[src/rtl/crypto_job_scheduler.sv]
// Crypto job scheduler: queues one encrypt and one decrypt job, arbitrates them
// onto a single shared crypto core, and retires or aborts each launched job.
module crypto_job_scheduler #(
    parameter int TIMEOUT = 256
) (
    input  logic         TCK,
    input  logic         TRST,
    input  logic         encrypt_start,
    input  logic         decrypt_start,
    input  logic [127:0] test_config_plain,
    input  logic [127:0] nonce_enc,
    input  logic [127:0] test_config_cipher,
    input  logic [127:0] nonce_dec,
    input  logic [127:0] received_tag,
    input  logic         core_done,
    input  logic [127:0] core_result,
    input  logic [127:0] core_tag,
    output logic         core_start,
    output logic         core_mode,
    output logic [127:0] core_data,
    output logic [127:0] core_nonce,
    output logic         core_abort,
    output logic [127:0] encrypted_config,
    output logic [127:0] encryption_tag,
    output logic [127:0] decrypted_config,
    output logic         decryption_valid,
    output logic         enc_done,
    output logic         dec_done,
    output logic         sched_busy,
    output logic         req_overflow,
    output logic         timeout_err
);

    typedef enum logic [1:0] {ST_IDLE, ST_LAUNCH, ST_WAIT, ST_RETIRE} state_t;

    localparam logic MODE_ENC = 1'b0;
    localparam logic MODE_DEC = 1'b1;
    localparam logic [15:0] WAIT_LAST = 16'(TIMEOUT - 1);

    state_t       state, next_state;
    logic         enc_pend, dec_pend;
    logic [127:0] enc_plain, enc_nonce;
    logic [127:0] dec_cipher, dec_nonce, dec_tag;
    logic [127:0] job_tag;
    logic         last_grant, grant;
    logic [15:0]  wait_cnt;
    logic         done_hit, timeout_hit;
    logic         launch_enc, launch_dec, enc_busy, dec_busy;

    always_comb begin
        grant = MODE_ENC;
        if (enc_pend && dec_pend)
            grant = ~last_grant;
        else if (dec_pend)
            grant = MODE_DEC;
    end

    assign done_hit    = (state == ST_WAIT) && core_done;
    assign timeout_hit = (state == ST_WAIT) && !core_done && (wait_cnt == WAIT_LAST);

    // The slot being launched is released on the LAUNCH edge, so a fresh start
    // for the in-flight job type is accepted there instead of overflowing.
    assign launch_enc = (state == ST_LAUNCH) && (core_mode == MODE_ENC);
    assign launch_dec = (state == ST_LAUNCH) && (core_mode == MODE_DEC);
    assign enc_busy   = enc_pend && !launch_enc;
    assign dec_busy   = dec_pend && !launch_dec;

    always_ff @(posedge TCK or posedge TRST) begin
        if (TRST)
            state <= ST_IDLE;
        else
            state <= next_state;
    end

    always_comb begin
        next_state = state;
        core_start = 1'b0;
        core_abort = 1'b0;
        enc_done   = 1'b0;
        dec_done   = 1'b0;
        sched_busy = 1'b1;
        case (state)
            ST_IDLE: begin
                sched_busy = 1'b0;
                if (enc_pend || dec_pend)
                    next_state = ST_LAUNCH;
            end
            ST_LAUNCH: begin
                core_start = 1'b1;
                next_state = ST_WAIT;
            end
            ST_WAIT: begin
                core_abort = timeout_hit;
                if (done_hit)
                    next_state = ST_RETIRE;
                else if (timeout_hit)
                    next_state = ST_IDLE;
            end
            ST_RETIRE: begin
                enc_done   = (core_mode == MODE_ENC);
                dec_done   = (core_mode == MODE_DEC);
                next_state = ST_IDLE;
            end
            default: next_state = ST_IDLE;
        endcase
    end

    always_ff @(posedge TCK or posedge TRST) begin
        if (TRST) begin
            enc_pend     <= 1'b0;
            dec_pend     <= 1'b0;
            enc_plain    <= '0;
            enc_nonce    <= '0;
            dec_cipher   <= '0;
            dec_nonce    <= '0;
            dec_tag      <= '0;
            req_overflow <= 1'b0;
        end else begin
            if (encrypt_start && !enc_busy) begin
                enc_pend  <= 1'b1;
                enc_plain <= test_config_plain;
                enc_nonce <= nonce_enc;
            end else if (launch_enc) begin
                enc_pend <= 1'b0;
            end
            if (decrypt_start && !dec_busy) begin
                dec_pend   <= 1'b1;
                dec_cipher <= test_config_cipher;
                dec_nonce  <= nonce_dec;
                dec_tag    <= received_tag;
            end else if (launch_dec) begin
                dec_pend <= 1'b0;
            end
            if ((encrypt_start && enc_busy) || (decrypt_start && dec_busy))
                req_overflow <= 1'b1;
        end
    end

    // Launched operands are captured when leaving IDLE so the slots can be
    // refilled while the core is still working on this job.
    always_ff @(posedge TCK or posedge TRST) begin
        if (TRST) begin
            core_mode  <= MODE_ENC;
            core_data  <= '0;
            core_nonce <= '0;
            job_tag    <= '0;
            last_grant <= MODE_DEC;
            wait_cnt   <= '0;
        end else begin
            if (state == ST_IDLE && (enc_pend || dec_pend)) begin
                core_mode  <= grant;
                last_grant <= grant;
                core_data  <= (grant == MODE_DEC) ? dec_cipher : enc_plain;
                core_nonce <= (grant == MODE_DEC) ? dec_nonce : enc_nonce;
                job_tag    <= dec_tag;
            end
            if (state == ST_LAUNCH)
                wait_cnt <= '0;
            else if (state == ST_WAIT)
                wait_cnt <= wait_cnt + 16'd1;
        end
    end

    always_ff @(posedge TCK or posedge TRST) begin
        if (TRST) begin
            encrypted_config <= '0;
            encryption_tag   <= '0;
            decrypted_config <= '0;
            decryption_valid <= 1'b0;
            timeout_err      <= 1'b0;
        end else begin
            if (done_hit) begin
                if (core_mode == MODE_ENC) begin
                    encrypted_config <= core_result;
                    encryption_tag   <= core_tag;
                end else if (core_tag == job_tag) begin
                    decrypted_config <= core_result;
                    decryption_valid <= 1'b1;
                end else begin
                    decrypted_config <= '0;
                    decryption_valid <= 1'b0;
                end
            end
            if (timeout_hit) begin
                timeout_err <= 1'b1;
                if (core_mode == MODE_DEC)
                    decryption_valid <= 1'b0;
            end
        end
    end

endmodule

[config.mk]
export PLATFORM = sky130hd
export DESIGN_NAME = crypto_job_scheduler
export DESIGN_NICKNAME = d
export VERILOG_FILES = /design/src/rtl/crypto_job_scheduler.sv
export SDC_FILE = /design/constraint.sdc
export NUM_CORES = 2
export LEC_CHECK = 0
export ABC_AREA = 1
export BUFFER_PORTS_ARGS = -buffer_cell sky130_fd_sc_hd__buf_2
export CORE_AREA = 2 2 601 603
export CTS_CLUSTER_SIZE = 8
export DETAILED_ROUTE_END_ITERATION = 12
export DIE_AREA = 0 0 603 605
export GPL_ROUTABILITY_DRIVEN = 0
export GPL_TIMING_DRIVEN = 1
export PLACE_DENSITY = 0.33
export SLEW_MARGIN = 20
export SYNTH_ARGS = -nofsm -noshare
export SYNTH_HDL_FRONTEND = slang
export SYNTH_SLANG_ARGS = --single-unit
[constraint.sdc]
create_clock -name TCK -period 55.9 [get_ports TCK]
set_input_delay 11.18 -clock TCK [delete_from_list [all_inputs] [get_ports TCK]]
set_output_delay 11.18 -clock TCK [all_outputs]
set_load 0.05 [all_outputs]
==> results by group <==
Run status
  – Outcome: finished clean

Cells and area
  – Fraction of layout cells with a size suffix above 1: 32.19%
  – Syn-to-layout area delta: 32.68%
  – Most frequent cells in the layout: buf_2, dfrtp_1, nand2_1
  – # nets final: 7872
  – Commonest non-fill, non-tap cell in the layout: buf_2

STA
  – Slew Limit Fails: 0
  – TNS Setup: 0 ns
  – Clock skew: 0.1201 ns
  – RSZ-0062 raised after global routing: false
  – Worst slew pin tran: 1.217 ns
  – Max Freq: 43.36 MHz
  – Final Hold Fails: 0
  – Min Tclk post-route: 23.06 ns
  – Part of the cycle the worst path needs: 41.26%
  – # setup viols final: 0
  – Relative slew slack: 18.85%

Logic synthesis
  – Mapped Area: 58000 µm²
  – Number of flops mapped to enable cells by yosys: 0
  – Distinct cells, synth: 36
  – Yosys reg bits: 1433
  – Sequential area share after synthesis: 61.83%
  – Top cell type's share of synthesized area: 61.79%
  – Mean Syn Cell Area: 10.60 µm²
  – Yosys top cell by area: dfrtp_1
  – Synth area leaders: dfrtp_1, mux2_2, o21ai_0
  – Syn Nets: 6379
  – Mapped Cells: 5473
  – Top FF cell, synth: dfrtp_1
  – Async set-reset flop share out of synthesis: 100.0%
  – Synth warn: 0

Critical path
  – Slowest cell on crit path: buf_2
  – Reg2reg end: encryption_tag[51]
  – FF-to-FF Start: state[0]
  – Most used cell, CP: buf_2
  – CP Class: in2out
  – Worst reg-to-reg path cell count: 9
  – FF-to-FF setup slack: 51.18 ns
  – Crit path launch type: input pin
  – Max Fanout on Critical Path: 2
  – CP cell instances: buf_2, nor2_1, and2_1, buf_2
  – Worst setup EP type: output port
  – Delay of the slowest critical-path stage: 0.27 ns
  – Arr. time, crit path: 11.88 ns
  – Critical path required time: 44.72 ns

Route
  – Drt wl/cell: 24.01 µm
  – Detailed-route via count: 45990
  – Vias per inst: 3.861
  – Final wirelength: 285.9 mm
  – Starting DRC count in detailed routing: 2347
  – Post-DRT Antenna Nets: 0
  – DRC Markers: 0
  – First-pass DRT Iterations: 7

Global routing
  – Initial antenna violation count: 330
  – Largest net degree at the start of global routing: 164
  – Global Route Usage Sum: 15.22%
  – First-pass GRT wire length: 391.0 mm
  – Vias in the first global route: 48220
  – Total gr overflow: 0

Power
  – Internal power: 0.002816 W
  – Static Leak: 36.61 nW
  – Sw Pwr: 0.002343 W
  – Total power: 0.005159 W
  – PD cells: 67.04 nW/µm²
  – Peak VDD IR: 0.00004079 V
  – Logic gate share of total power: 42.8%
  – Sw Share: 45.42%
  – Seq pwr share: 34.1%
  – Clock share of power: 23.0%

Min path
  – Worst hold stages: 2
  – Hold-critical path endpoint: job_tag[127]
  – Tightest Hold Check Type: reg2reg
  – Hold wc startpoint: dec_tag[127]

Clocking
  – CTS Hold Bufs: 0
  – CTS tree: yes
  – Post-CTS setup buffer count: 0
  – H-tree Lvls: 4
  – Worst-skew pair later-pin latency: 0.92 ns
  – Post-CTS sizing: 0
  – Clk buf depth: 4
  – Clock sinks: 1433
  – CTS Buf Count: 208
  – Worst-path clk slew: 0.05 ns
  – Clock Root Buffer: clkbuf_16

Place
  – HPWL Detailed: 213.0 mm
  – Buffers on Ports: 1549

Die
  – Die W: 603 µm
  – # rows: 220
  – Core area: 358100 µm²
  – Die height: 605 µm
  – Number of top-level pins: 1550
  – DIE AREA: 364800 µm²
  – Initial Util: 16.19%

Flow run
  – Max-cap viol count: 0
-- cells in the mapped netlist (3+ instances only) --
cell type,instances
nand4_1,5
nor3_1,5
nand3_1,138
ha_1,5
buf_4,22
buf_6,10
o21ai_0,635
o21ai_1,14
nand2_1,828
clkbuf_4,3
inv_1,329
buf_2,110
nor2_1,724
buf_1,12
nor2_2,3
mux2_2,396
a21oi_1,286
dfrtp_1,1432
mux2_1,224
xnor2_1,107
clkbuf_1,168
-- power groups by stage --
| stage | logic [W] | registers [W] | clock network [W] |
|---|---|---|---|
| finish | 0.00221 | 0.00176 | 0.00119 |
| CTS | 0.00229 | 0.00177 | 0.00124 |
| global route | 0.00241 | 0.00182 | 0.00128 |
| detailed placement | 0.00228 | 0.00178 | 0 |
| global placement | 0.00226 | 0.00177 | 0 |
| floorplan | 0.000890 | 0.00237 | 0 |
-- critical path, delay by kind of cell --
| family | cells | cell delay [ns] |
|---|---|---|
| buffers and inverters | 2 | 0.38 |
| AND/OR/NAND/NOR | 2 | 0.32 |
-- cell families after synthesis --
kind of cell             after synthesis  synth area share [%]
AND/OR/NAND/NOR                     1711                 11.47
adder cells (fa/ha/maj)                5                0.1079
AO/OA/AOI/OAI                        939                 8.142
flip-flops                          1433                 61.83
buffers and inverters                657                 4.783
XOR/XNOR                             108                 1.631
multiplexers                         620                 12.04
-- per-layer routing --
metal | wire (µm) | track usage [%] | up-vias
met4 | 16440 | 7.850 | 176
met5 | 1115 | 0 | -
met1 | 89350 | 13.70 | 22470
met3 | 26210 | 6.374 | 853
met2 | 152800 | 28.78 | 1585
li1 | - | - | 20910
-- stage by stage --
stage / hold WS [ns] / setup slack (ns) / util (%) / cell area, µm² / cells
4_1_cts: 0.4668 / 32.83 / 21.40 / 76650 / 11790
2_1_floorplan: 0.4364 / 4.309 / - / 58000 / 5473
5_1_grt: 0.4915 / 32.76 / 21.46 / 76840 / 11870
3_3_place_gp: 0.4529 / 32.79 / 19.78 / 70830 / 11530
6_report: 0.4632 / 32.84 / 21.49 / 76950 / 11910
3_5_place_dp: 0.4509 / 32.83 / 19.79 / 70890 / 11530
-- worst max path at each step --
| stage | from | end | slack [ns] |
|---|---|---|---|
| 4_1_cts | core_done | core_abort | 32.83 |
| 3_5_place_dp | core_done | core_abort | 32.83 |
| 3_3_place_gp | core_done | core_abort | 32.79 |
| 2_1_floorplan | TRST | async pin | 4.31 |
| 6_report | core_done | core_abort | 32.84 |
| 5_1_grt | core_done | core_abort | 32.76 |
-- cell type report --
type,count,area (µm²)
fill,39420,281200
sequential,1433,35860
multi-input combinational,3383,19440
timing repair buffer,1609,8343
tap,4773,5972
clock buffer,242,5413
inverter,331,1272
clock inverter,20,355.3
antenna,119,297.8
Power figures use the tool's default switching activity.
